`src/rtl/switch_allocator_pkg.sv`:
```
// Shared widths, flit type IDs and per-output FSM encoding for switch_allocator.
package switch_allocator_pkg;

  localparam int IN_N        = 5;
  localparam int OUT_N       = 5;
  localparam int IN_N_W      = 3;
  localparam int OUT_N_W     = 3;
  localparam int FLIT_DATA_W = 8;
  localparam int FLIT_ID_W   = 2;
  localparam int FLIT_W      = FLIT_ID_W + FLIT_DATA_W;

  // Flit type occupies the top FLIT_ID_W bits of each flit.
  localparam int FLIT_ID_HI = FLIT_W - 1;
  localparam int FLIT_ID_LO = FLIT_DATA_W;

  localparam logic [FLIT_ID_W-1:0] HEADER_ID = 2'b10;
  localparam logic [FLIT_ID_W-1:0] TAIL_ID   = 2'b11;

  typedef enum logic [1:0] {
    FREE   = 2'b01,
    LOCKED = 2'b10
  } out_state_e;

  function automatic logic [FLIT_ID_W-1:0] flit_id(input logic [FLIT_W-1:0] f);
    return f[FLIT_ID_HI:FLIT_ID_LO];
  endfunction

endpackage

```
`src/rtl/switch_allocator_if.sv`:
```
// Signal bundle between the VC stage, the switch allocator and the output buffers.
interface switch_allocator_if;
  import switch_allocator_pkg::*;

  logic [IN_N*OUT_N_W-1:0] route_res_i;
  logic [IN_N-1:0]         route_res_vld_i;
  logic [IN_N*FLIT_W-1:0]  data_i;
  logic [IN_N-1:0]         data_vld_i;
  logic [OUT_N-1:0]        out_rdy_i;
  logic [IN_N-1:0]         chan_alloc_o;
  logic [IN_N-1:0]         chan_rdy_o;
  logic [OUT_N*FLIT_W-1:0] out_data_o;
  logic [OUT_N-1:0]        out_vld_o;

  modport master (
    output route_res_i, route_res_vld_i, data_i, data_vld_i, out_rdy_i,
    input  chan_alloc_o, chan_rdy_o, out_data_o, out_vld_o
  );

  modport slave (
    input  route_res_i, route_res_vld_i, data_i, data_vld_i, out_rdy_i,
    output chan_alloc_o, chan_rdy_o, out_data_o, out_vld_o
  );

endinterface

```
`src/rtl/switch_allocator_rr_arbiter.sv`:
```
// Combinational round-robin arbiter: the first requester at or after ptr_i wins.
module rr_arbiter #(
  parameter int N     = 5,
  parameter int PTR_W = 3
) (
  input  logic [N-1:0]     req_i,
  input  logic [PTR_W-1:0] ptr_i,
  output logic [N-1:0]     gnt_o,
  output logic             gnt_vld_o
);

  int w_idx;

  always_comb begin
    gnt_o     = '0;
    gnt_vld_o = 1'b0;
    w_idx     = 0;
    for (int k = 0; k < N; k++) begin
      w_idx = (int'(ptr_i) + k) % N;
      if (!gnt_vld_o && req_i[w_idx]) begin
        gnt_o[w_idx] = 1'b1;
        gnt_vld_o    = 1'b1;
      end
    end
  end

endmodule

```
`src/rtl/switch_allocator.sv`:
```
// Per-output round-robin switch allocation with header-to-tail locking and crossbar.
// Defining SW_ALLOC_WATCHDOG_EN adds per-output stall watchdogs and the wd_err_o port.
module switch_allocator
  import switch_allocator_pkg::*;
(
  input  logic              clk_i,
  input  logic              rst_ni,
  switch_allocator_if.slave bus
`ifdef SW_ALLOC_WATCHDOG_EN
  ,
  output logic [OUT_N-1:0]  wd_err_o
`endif
);

  logic [OUT_N_W-1:0] w_route     [IN_N];
  logic [FLIT_W-1:0]  w_flit      [IN_N];
  logic [IN_N-1:0]    w_req       [OUT_N];
  logic [IN_N-1:0]    w_gnt       [OUT_N];
  logic [OUT_N-1:0]   w_gnt_vld;
  out_state_e         r_state     [OUT_N];
  out_state_e         w_state_nxt [OUT_N];
  logic [IN_N_W-1:0]  r_owner     [OUT_N];
  logic [IN_N_W-1:0]  w_owner_nxt [OUT_N];
  logic [IN_N_W-1:0]  r_ptr       [OUT_N];
  logic [IN_N_W-1:0]  w_ptr_nxt   [OUT_N];
  logic [IN_N-1:0]    r_chan_alloc;
  logic [IN_N-1:0]    w_chan_alloc_nxt;
  logic [IN_N-1:0]    w_chan_rdy;
  logic [FLIT_W-1:0]  w_out_flit  [OUT_N];
  logic [OUT_N*FLIT_W-1:0] w_out_data;
  logic [OUT_N-1:0]   w_out_vld;
  logic [OUT_N-1:0]   w_accept;
  logic [OUT_N-1:0]   w_release;
  logic [OUT_N-1:0]   w_wd_fire;

  function automatic logic [IN_N_W-1:0] gnt_to_idx(input logic [IN_N-1:0] g);
    logic [IN_N_W-1:0] idx;
    idx = '0;
    for (int i = 0; i < IN_N; i++)
      if (g[i]) idx = IN_N_W'(i);
    return idx;
  endfunction

  always_comb begin
    for (int i = 0; i < IN_N; i++) begin
      w_route[i] = bus.route_res_i[i*OUT_N_W +: OUT_N_W];
      w_flit[i]  = bus.data_i[i*FLIT_W +: FLIT_W];
    end
  end

  // Allocated VCs are masked so a VC can never hold more than one output.
  always_comb begin
    for (int o = 0; o < OUT_N; o++)
      for (int i = 0; i < IN_N; i++)
        w_req[o][i] = bus.route_res_vld_i[i] && (w_route[i] == OUT_N_W'(o)) && !r_chan_alloc[i];
  end

  always_comb begin
    for (int i = 0; i < IN_N; i++)
      w_chan_rdy[i] = (int'(w_route[i]) < OUT_N) ? bus.out_rdy_i[w_route[i]] : 1'b0;
  end

  for (genvar o = 0; o < OUT_N; o++) begin : g_arb
    rr_arbiter #(.N(IN_N), .PTR_W(IN_N_W)) u_arb (
      .req_i     (w_req[o]),
      .ptr_i     (r_ptr[o]),
      .gnt_o     (w_gnt[o]),
      .gnt_vld_o (w_gnt_vld[o])
    );
  end

  always_comb begin
    w_out_data = '0;
    for (int o = 0; o < OUT_N; o++) begin
      w_out_flit[o] = '0;
      w_out_vld[o]  = 1'b0;
      if (r_state[o] == LOCKED) begin
        w_out_flit[o] = w_flit[r_owner[o]];
        w_out_vld[o]  = bus.data_vld_i[r_owner[o]];
      end
      w_accept[o]  = w_out_vld[o] && bus.out_rdy_i[o];
      w_release[o] = w_accept[o] && (flit_id(w_out_flit[o]) == TAIL_ID);
      w_out_data[o*FLIT_W +: FLIT_W] = w_out_flit[o];
    end
  end

  // Arbitration only happens from FREE, so a release cycle is always followed by a bubble.
  always_comb begin
    w_chan_alloc_nxt = '0;
    for (int o = 0; o < OUT_N; o++) begin
      w_state_nxt[o] = r_state[o];
      w_owner_nxt[o] = r_owner[o];
      w_ptr_nxt[o]   = r_ptr[o];
      case (r_state[o])
        FREE: begin
          if (w_gnt_vld[o]) begin
            w_state_nxt[o] = LOCKED;
            w_owner_nxt[o] = gnt_to_idx(w_gnt[o]);
            w_ptr_nxt[o]   = (w_owner_nxt[o] == IN_N_W'(IN_N-1)) ? '0
                                                                : w_owner_nxt[o] + IN_N_W'(1);
          end
        end
        LOCKED: begin
          if (w_release[o] || w_wd_fire[o]) w_state_nxt[o] = FREE;
        end
        default: w_state_nxt[o] = FREE;
      endcase
      if (w_state_nxt[o] == LOCKED) w_chan_alloc_nxt[w_owner_nxt[o]] = 1'b1;
    end
  end

  always_ff @(posedge clk_i) begin
    if (!rst_ni) begin
      for (int o = 0; o < OUT_N; o++) begin
        r_state[o] <= FREE;
        r_owner[o] <= '0;
        r_ptr[o]   <= '0;
      end
      r_chan_alloc <= '0;
    end else begin
      for (int o = 0; o < OUT_N; o++) begin
        r_state[o] <= w_state_nxt[o];
        r_owner[o] <= w_owner_nxt[o];
        r_ptr[o]   <= w_ptr_nxt[o];
      end
      r_chan_alloc <= w_chan_alloc_nxt;
    end
  end

`ifdef SW_ALLOC_WATCHDOG_EN
  logic [7:0]       r_wd_cnt [OUT_N];
  logic [OUT_N-1:0] r_wd_err;

  always_comb begin
    for (int o = 0; o < OUT_N; o++)
      w_wd_fire[o] = (r_state[o] == LOCKED) && (r_wd_cnt[o] == 8'hFF);
  end

  // Counter idles at zero while FREE, so a fresh lock always starts from zero.
  always_ff @(posedge clk_i) begin
    if (!rst_ni) begin
      for (int o = 0; o < OUT_N; o++) r_wd_cnt[o] <= '0;
      r_wd_err <= '0;
    end else begin
      for (int o = 0; o < OUT_N; o++) begin
        if (r_state[o] != LOCKED || w_accept[o]) r_wd_cnt[o] <= '0;
        else                                     r_wd_cnt[o] <= r_wd_cnt[o] + 8'd1;
      end
      r_wd_err <= w_wd_fire;
    end
  end

  assign wd_err_o = r_wd_err;
`else
  assign w_wd_fire = '0;
`endif

  assign bus.chan_alloc_o = r_chan_alloc;
  assign bus.chan_rdy_o   = w_chan_rdy;
  assign bus.out_data_o   = w_out_data;
  assign bus.out_vld_o    = w_out_vld;

endmodule

```
`src/flat_wrapper.sv`:
```
// flat-port wrapper written by rule: the top's interface ports become plain ports
module switch_allocator_flat import switch_allocator_pkg::*;
  (clk_i, rst_ni, bus_route_res_i, bus_route_res_vld_i, bus_data_i, bus_data_vld_i, bus_out_rdy_i, bus_chan_alloc_o, bus_chan_rdy_o, bus_out_data_o, bus_out_vld_o);
  switch_allocator_if bus_i ();
  input  logic clk_i;
  input  logic rst_ni;
  input wire logic [$bits(bus_i.route_res_i)-1:0] bus_route_res_i;
  input wire logic [$bits(bus_i.route_res_vld_i)-1:0] bus_route_res_vld_i;
  input wire logic [$bits(bus_i.data_i)-1:0] bus_data_i;
  input wire logic [$bits(bus_i.data_vld_i)-1:0] bus_data_vld_i;
  input wire logic [$bits(bus_i.out_rdy_i)-1:0] bus_out_rdy_i;
  output wire logic [$bits(bus_i.chan_alloc_o)-1:0] bus_chan_alloc_o;
  output wire logic [$bits(bus_i.chan_rdy_o)-1:0] bus_chan_rdy_o;
  output wire logic [$bits(bus_i.out_data_o)-1:0] bus_out_data_o;
  output wire logic [$bits(bus_i.out_vld_o)-1:0] bus_out_vld_o;
  assign bus_i.route_res_i = bus_route_res_i;
  assign bus_i.route_res_vld_i = bus_route_res_vld_i;
  assign bus_i.data_i = bus_data_i;
  assign bus_i.data_vld_i = bus_data_vld_i;
  assign bus_i.out_rdy_i = bus_out_rdy_i;
  assign bus_chan_alloc_o = bus_i.chan_alloc_o;
  assign bus_chan_rdy_o = bus_i.chan_rdy_o;
  assign bus_out_data_o = bus_i.out_data_o;
  assign bus_out_vld_o = bus_i.out_vld_o;
  switch_allocator u_core (.clk_i(clk_i), .rst_ni(rst_ni), .bus(bus_i));
endmodule
```
`config.mk`:
```
export PLATFORM = sky130hd
export DESIGN_NAME = switch_allocator_flat
export DESIGN_NICKNAME = d
export VERILOG_FILES = /design/src/rtl/switch_allocator_pkg.sv /design/src/rtl/switch_allocator_if.sv /design/src/rtl/switch_allocator_rr_arbiter.sv /design/src/rtl/switch_allocator.sv /design/src/flat_wrapper.sv
export SDC_FILE = /design/constraint.sdc
export NUM_CORES = 1
export LEC_CHECK = 0
export ABC_AREA = 1
export BUFFER_PORTS_ARGS = -buffer_cell sky130_fd_sc_hd__buf_2
export CAP_MARGIN = 10
export CELL_PAD_IN_SITES_DETAIL_PLACEMENT = 1
export CELL_PAD_IN_SITES_GLOBAL_PLACEMENT = 1
export CORE_MARGIN = 2
export CORE_UTILIZATION = 45
export CTS_BUF_LIST = sky130_fd_sc_hd__clkbuf_4 sky130_fd_sc_hd__clkbuf_8
export DETAILED_ROUTE_END_ITERATION = 8
export PLACE_DENSITY_LB_ADDON = 0.15
export SYNTH_ARGS = -nofsm -noshare
export SYNTH_HDL_FRONTEND = slang
export SYNTH_HIERARCHICAL = 1
export SYNTH_SLANG_ARGS = --single-unit
```
`constraint.sdc`:
```
create_clock -name clk_i -period 13.3 [get_ports clk_i]
set_input_delay 2.66 -clock clk_i [delete_from_list [all_inputs] [get_ports clk_i]]
set_output_delay 2.66 -clock clk_i [all_outputs]
set_load 0.01 [all_outputs]
```
==> results of run 1 <==
## cell type report
class | count | area (um2)
clock buffers | 7 | 90.1
inverters | 426 | 1600
diodes | 6 | 15.0
well taps | 448 | 561
multi-input cells | 2243 | 12300
flip-flops and latches | 45 | 901
fillers | 5021 | 17100
clock inverters | 1 | 30.0
repair buffers | 157 | 813
## layout by cell type (no fill, tap or decap), types with 21 or more instances in the layout
master / n
a21oi_1: 136
buf_2: 146
dfxtp_1: 45
ha_1: 155
inv_1: 382
inv_2: 42
nand2_1: 729
nand2_2: 62
nand3_1: 212
nand4_1: 79
nor2_1: 306
nor3_1: 34
nor4_1: 22
o211ai_1: 22
o21ai_0: 222
o21ai_1: 25
o21ai_2: 27
o22ai_1: 21
## flip-flops by register name, indices dropped and copies added, names as in the netlist
| signal | flops |
|---|---|
| u_core/r_state | 10 |
| u_core/bus.chan_alloc_o | 5 |
| u_core/r_owner | 15 |
| u_core/r_ptr | 15 |
## routing by layer
layer	GRT usage [%]	up-vias	part of all wire (%)
met5	0	-	0.022
met4	8.75	2	2.5
met3	3.66	113	5.7
met2	56.9	528	49
met1	40.1	9041	43
li1	-	9295	-
## worst min-delay path, cell delays in order (launching register included)
cell     delay, ns
dfxtp_1       0.36
ha_1          0.15
nor3_1        0.06
## how the worst max path moves through the flow
stage	startpoint	to	slack, ns	cells past startpoint
finish	bus_data_i[39]	bus_out_data_o[9]	6.76	8
global route	bus_data_i[39]	bus_out_data_o[9]	6.69	8
CTS	bus_data_i[39]	bus_out_data_o[9]	6.79	8
detailed placement	bus_data_i[39]	bus_out_data_o[9]	6.80	8
global placement	bus_data_i[39]	bus_out_data_o[9]	6.83	8
floorplan	bus_route_res_i[0]	bus_chan_rdy_o[0]	7.38	5
## per-stage QoR
step | power [mW] | instances
global route | 5.06 | 3333
finish | 4.54 | 3333
detailed placement | 4.35 | 3319
CTS | 4.49 | 3327
floorplan | 3.42 | 2780
global placement | 4.11 | 3319
## power breakdown
part           leakage [nW]  internal (mW)  switching, mW
clock network        0.0619         0.0634         0.0506
registers             0.370          0.183         0.0924
logic                  8.16           1.29           2.86
total                  8.59           1.54           3.00
==> qor.yml, run 1 <==
status: "finished clean"
tightest_slew_ns: 1.15
min_period_ns: 6.54
max_slew_margin_pct: 23.5
die_x_um: 187
worstHoldPathCells: 2
cp.buffers_inverters: 4
post-dp-hpwl_um: 48000
power.leakage_nw: 8.59
die-area_mm2: 0.0351
antenna_found_initial: 7
cts_tree: "yes"
crit_path_end_kind: "output pin"
syn-cell-area_mm2: 0.0151
core.rowCount: 67
drive_gt1_share_pct: 13.7
final_util_pct: 48.8
hold_path_class: "reg2reg"
numClockSinks: 45
nNetsFinal: 3115
routedWlPerCell_um: 17.4
timing.rr.start: "u_core/r_ptr[0][4]"
fp.dieH_um: 187
cp_top_family: "buffers and inverters"
cts_root_buffer: "clkbuf_8"
dp_slack_ns: 6.80
cts_buffers: 5
finClkSkew_ns: 0.00727
cts_resized: 0
grt_overflow: 0
start_util_pct: 45.4
powerDensity_mw_per_mm2: 278
whs_endpoint: "u_core/r_state[0][5]"
holdWs_ns: 0.608
drcViolationCount: 0
final_area_mm2: 0.0163
netlist_instances: 2780
dpl_cell_area_mm2: 0.0162
drt-initial-drc-count: 1296
routed_wl_um: 58100
portBuffers: 146
min_from: "u_core/r_state[0][5]"
core-area_mm2: 0.0334
clockBufferDepth: 2
slew_viol_final: 0
io_pins: 147
synthesis.nets: 3017
slowest_stage: "o21ai_0"
grt_first_pass_wirelength_um: 93600
hold_viol_final: 0
drtAntennaViolNets: 0
cap_violations: 0
peakVddDrop_uv: 116
grt_max_degree: 35
path_max_fanout: 5
cts-htree-levels: 2
path_class: "in2out"
grt_use_total_pct: 31.8
r2r-end: "u_core/bus.chan_alloc_o[2]"
r2r_setup_slack_ns: 7.45
place_congestion: 0.964
fmax_ghz: 0.153
postCtsHoldBufs: 0
critPathMaxStageDelay_ns: 0.45
grt_pass1_vias: 18800
clk_latency_ns: 0.31
post-cts-setup-buffer-count: 0
tns_ns: 0
yosysWarnings: 6
worstPathArrival_ns: 3.88
ff2ff_path_depth: 29
cp_cell_sequence: "buf_2 > inv_1 > nand2_1 > nand3_1 > nand2_1 > o21ai_0 > inv_1 > buf_2"
first_pass_iters: 5
vias: 19000
setup_ws_ns: 6.76
syn_area_per_cell_um2: 5.44
area_delta_synth_final_pct: 7.62
rsz0062_at_grt: "false"
cp-start-kind: "input pin"
path_clk_slew_ns: 0.09
finalCritPeriodShare_pct: 49.2
crit_required_ns: 10.64
finalSetupViolCount: 0
viasPerCell: 5.69
Note: power is estimated with default switching activity, not from simulation.
==> run 2: changes to the inputs <==
--- a/config.mk
+++ b/config.mk
@@ -11,7 +11,7 @@
 export CELL_PAD_IN_SITES_DETAIL_PLACEMENT = 1
 export CELL_PAD_IN_SITES_GLOBAL_PLACEMENT = 1
 export CORE_MARGIN = 2
-export CORE_UTILIZATION = 45
+export CORE_UTILIZATION = 38
 export CTS_BUF_LIST = sky130_fd_sc_hd__clkbuf_4 sky130_fd_sc_hd__clkbuf_8
 export DETAILED_ROUTE_END_ITERATION = 8
 export PLACE_DENSITY_LB_ADDON = 0.15
==> constraint.sdc (replaced) <==
create_clock -name clk_i -period 5.3 [get_ports clk_i]
set_input_delay 1.06 -clock clk_i [delete_from_list [all_inputs] [get_ports clk_i]]
set_output_delay 1.06 -clock clk_i [all_outputs]
set_load 0.01 [all_outputs]
==> qor.yml, run 2 (synthesis results as in run 1) <==
cap_violations: 0
max_slew_margin_pct: 29.3
start_util_pct: 38.3
dp_cells: 3424
die_x_um: 204
met2WireLength_um: 29400
status: "finished clean"
drtAntennaViolNets: 0
timing.rr.start: "u_core/r_ptr[0][10]"
die-area_mm2: 0.0414
cts_root_buffer: "clkbuf_8"
grt_use_total_pct: 28.5
crit_path_end_kind: "flip-flop"
clk_latency_ns: 0.34
fmax_ghz: 0.204
core.rowCount: 73
drt-initial-drc-count: 1064
slew_viol_final: 0
nNetsFinal: 3145
rsz0062_at_grt: "true"
path_class: "reg2reg"
routedWlPerCell_um: 17.6
numClockSinks: 45
powerDensity_mw_per_mm2: 697
antenna_found_initial: 6
core-area_mm2: 0.0395
grt_max_degree: 35
first_pass_iters: 5
viasPerCell: 5.48
layout_commonest_cell: "nand2_1"
place_congestion: 0.971
drcViolationCount: 0
highest_layer: "met5"
finalCritPeriodShare_pct: 92.7
fin_cells: 3439
cp_top_family: "simple AND/OR/NAND/NOR gates"
clockBufferDepth: 2
tns_ns: 0
power.leakage_nw: 8.73
reg_top3: "u_core/r_owner x15, u_core/r_ptr x15, u_core/r_state x10"
tightest_slew_ns: 1.06
cts_buffers: 5
vias: 18800
final_util_pct: 42.3
area_delta_synth_final_pct: 10.5
hold_path_class: "reg2reg"
finClkSkew_ns: 0.0172
crit_required_ns: 5.57
post-dp-hpwl_um: 50100
peakVddDrop_uv: 258
min_period_ns: 4.91
cp-start-kind: "flip-flop"
slowest_stage: "ha_2"
drive_gt1_share_pct: 15.7
path_clk_slew_ns: 0.11
crit_top_cell: "inv_1"
cp-startpoint: "u_core/r_ptr[0][10]"
final_cell_mix: "723 x nand2_1, 379 x inv_1, 301 x nor2_1"
portBuffers: 146
cp.buffers_inverters: 7
postCtsHoldBufs: 0
grt_overflow: 0
grt_first_pass_wirelength_um: 96900
routedLengthMet1_um: 27400
hold_viol_final: 0
worstPathArrival_ns: 5.18
grt_pass1_vias: 19000
cts_tree: "yes"
fp.dieH_um: 204
nFillCells: 5709
cts-htree-levels: 2
io_pins: 147
finalSetupViolCount: 0
critPathMaxStageDelay_ns: 0.40
path_max_fanout: 8
dr_wl_met3_um: 2080
routed_wl_um: 60400
min_from: "u_core/r_owner[0][8]"
[run 2: per-layer routing]
metal	global-route usage (%)	vias to the layer above
li1	-	9338
met1	36.8	9060
met2	50.5	343
met3	2.25	89
met4	7.95	2
met5	0	-
[run 2: final timing paths]
check                               end  cells past startpoint  slack [ns]
min                u_core/r_owner[0][8]                      2        0.56
max reg2reg  u_core/bus.chan_alloc_o[2]                     35        0.39
max          u_core/bus.chan_alloc_o[2]                     35        0.39
min reg2reg        u_core/r_owner[0][8]                      2        0.56
[run 2: worst register-to-register path: cells and delay by family (launching register included)]
kind,cells,cell delay (ns)
buf+inv,7,0.62
simple gates,18,1.93
compound gates,5,0.72
xor+xnor,1,0.22
fa+ha+maj,4,1.02
flops,1,0.33
[run 2: per-stage QoR]
stage / setup slack, ns / instance area [um2] / hold slack (ns) / total power [mW]
after global routing: -0.0904 / 16700 / 0.587 / 13.1
after global placement: 0.377 / 16500 / 0.578 / 10.5
after CTS: 0.00350 / 16600 / 0.620 / 11.3
after detailed placement: 0.0860 / 16500 / 0.604 / 11.0
final: 0.389 / 16700 / 0.556 / 11.7
after floorplan: 0.669 / 15100 / 0.536 / 8.58
[run 2: repair_timing]
| item | CTS | global route |
|---|---|---|
| setup endpoints to repair | 0 | 9 |
| setup buffers | 0 | 2 |
| endpoints found under the hold margin | 0 | 0 |
| resized for setup | 0 | 48 |
[run 2: final cells by class]
type / instances / area, um2 / area share (%)
multi-input cells: 2243 / 12400 / 74.3
inverters: 426 / 1600 / 9.56
repair buffers: 187 / 1040 / 6.21
flip-flops and latches: 45 / 907 / 5.42
well taps: 525 / 657 / 3.93
clock buffers: 5 / 68.8 / 0.411
clock inverters: 3 / 25.0 / 0.150
diodes: 5 / 12.5 / 0.0748
[run 2: power by group]
group / internal [mW] / leakage [nW] / switching (mW)
sequential: 0.461 / 0.372 / 0.152
clock: 0.0958 / 0.0448 / 0.155
combinational: 3.44 / 8.32 / 7.37
total: 3.99 / 8.73 / 7.67
==> run 3: changes to the inputs <==
--- a/config.mk
+++ b/config.mk
@@ -15,6 +15,7 @@
 export CTS_BUF_LIST = sky130_fd_sc_hd__clkbuf_4 sky130_fd_sc_hd__clkbuf_8
 export DETAILED_ROUTE_END_ITERATION = 8
 export PLACE_DENSITY_LB_ADDON = 0.15
+export SETUP_SLACK_MARGIN = 0.4
 export SYNTH_ARGS = -nofsm -noshare
 export SYNTH_HDL_FRONTEND = slang
 export SYNTH_HIERARCHICAL = 1
==> constraint.sdc (replaced) <==
create_clock -name clk_i -period 4.2 [get_ports clk_i]
set_input_delay 0.84 -clock clk_i [delete_from_list [all_inputs] [get_ports clk_i]]
set_output_delay 0.84 -clock clk_i [all_outputs]
set_load 0.01 [all_outputs]
==> qor.yml, run 3 (synthesis results as in run 1) <==
status: "complete, but fails checks"
failed_checks: "negative setup slack"
whs_endpoint: "u_core/r_ptr[0][13]"
drtAntennaViolNets: 0
min_period_ns: 4.26
worstPathArrival_ns: 4.51
first_pass_iters: 6
final_area_mm2: 0.0208
ff2ff_path_depth: 33
routedWlPerCell_um: 18.4
fp.dieH_um: 204
worstHoldPathCells: 2
postCtsHoldBufs: 0
grt_pass1_vias: 20200
grt_use_total_pct: 29.6
cap_violations: 0
start_util_pct: 38.3
slowest_stage: "dfxtp_4"
core-area_mm2: 0.0395
clockBufferDepth: 2
clk_latency_ns: 0.34
finalCritPeriodShare_pct: 101
cts_tree: "yes"
slew_viol_final: 0
drive_gt1_share_pct: 34.2
dpl_cell_area_mm2: 0.0180
post-dp-hpwl_um: 50800
layout_commonest_cell: "nand2_1"
area_delta_synth_final_pct: 37.3
r2r-end: "u_core/bus.chan_alloc_o[1]"
critPathMaxStageDelay_ns: 0.39
tightest_slew_ns: 1.10
viasPerCell: 5.53
finalSetupViolCount: 6
final_cell_mix: "643 x nand2_1, 324 x inv_1, 260 x nor2_1"
reg_top3: "u_core/r_owner x15, u_core/r_ptr x15, u_core/r_state x10"
grt_overflow: 0
rsz0062_at_grt: "true"
routed_wl_um: 67600
cp_top_family: "simple AND/OR/NAND/NOR gates"
antenna_found_initial: 1
grt_max_degree: 35
io_pins: 147
path_max_fanout: 7
die-area_mm2: 0.0414
cts_buffers: 5
nFillCells: 5480
insertedDiodeCount: 0
max_slew_margin_pct: 26.5
crit_path_end_kind: "flip-flop"
cp-start-kind: "flip-flop"
hold_path_class: "reg2reg"
timing.rr.start: "u_core/r_ptr[0][7]"
fmax_ghz: 0.235
finClkSkew_ns: 0.0167
drcViolationCount: 0
cts-htree-levels: 2
vias: 20300
nNetsFinal: 3382
final_util_pct: 52.5
die_x_um: 204
drt-initial-drc-count: 1134
hold_viol_final: 0
dp_slack_ns: -0.247
cp.buffers_inverters: 7
r2r_setup_slack_ns: -0.06
crit_required_ns: 4.45
setup_ws_ns: -0.0616
numClockSinks: 45
place_congestion: 0.916
core.rowCount: 73
path_class: "reg2reg"
grt_first_pass_wirelength_um: 101000
cts_root_buffer: "clkbuf_8"
min_from: "u_core/r_ptr[0][13]"
path_clk_slew_ns: 0.12
portBuffers: 146
-- run 3: changes by cell type in the layout (fill, tap and decap cells not counted), moves of 54 or more --
cell	before	now
ha_1	150	96
nand2_2	68	131
nand3_1	212	158
inv_1	379	324
nand2_1	723	643
buf_4	41	256
-- run 3: layout make-up --
cell class | instances | area [um2] | share of cell area (%)
Timing Repair Buffer | 424 | 2900 | 13.9
Inverter | 426 | 1720 | 8.28
Tap cell | 525 | 657 | 3.16
Sequential cell | 45 | 955 | 4.59
Clock inverter | 3 | 47.5 | 0.229
Clock buffer | 5 | 68.8 | 0.331
Multi-Input combinational cell | 2243 | 14400 | 69.5
-- run 3: worst register-to-register path, delay by kind of cell, from the launching register on --
family / cells / cell delay (ns)
compound gates: 4 / 0.44
xor+xnor: 1 / 0.18
fa+ha+maj: 4 / 0.75
buf+inv: 7 / 0.53
flops: 1 / 0.39
simple gates: 17 / 1.89
-- run 3: how the worst max path moves through the flow --
stage / start / endpoint / depth (start not counted)
floorplan: u_core/r_ptr[0][7] / u_core/bus.chan_alloc_o[0] / 34
global placement: u_core/r_ptr[0][10] / u_core/bus.chan_alloc_o[2] / 32
detailed placement: u_core/r_ptr[0][10] / u_core/bus.chan_alloc_o[0] / 35
CTS: u_core/r_ptr[0][7] / u_core/bus.chan_alloc_o[0] / 34
global route: u_core/r_ptr[0][7] / u_core/bus.chan_alloc_o[1] / 31
finish: u_core/r_ptr[0][7] / u_core/bus.chan_alloc_o[1] / 33
-- run 3: routing by layer --
layer | part of all wire, % | GRT usage (%) | routed length [um] | vias up
met5 | 0.019 | 0 | 13 | -
met4 | 3.6 | 9.18 | 2430 | 2
met3 | 3.5 | 2.52 | 2360 | 143
met2 | 51 | 54.2 | 34300 | 463
met1 | 42 | 36.4 | 28500 | 9858
li1 | - | - | - | 9818
-- run 3: stage by stage --
step | instances | setup TNS [ns] | hold WS [ns]
floorplan | 2780 | 0 | 0.502
global placement | 3526 | -0.0972 | 0.577
detailed placement | 3526 | -0.980 | 0.612
CTS | 3590 | 0 | 0.548
global route | 3671 | -1.96 | 0.606
finish | 3671 | -0.248 | 0.585
-- run 3: repair_timing --
| item | 4_1_cts | 5_1_grt |
|---|---|---|
| resized for setup | 126 | 316 |
| pin swaps | 78 | 107 |
| setup buffers | 56 | 80 |
| setup endpoints to repair | 31 | 42 |
Power of run 3 is not shown: default switching activity piles up to over one toggle a cycle in this logic, so the estimate is an artifact.
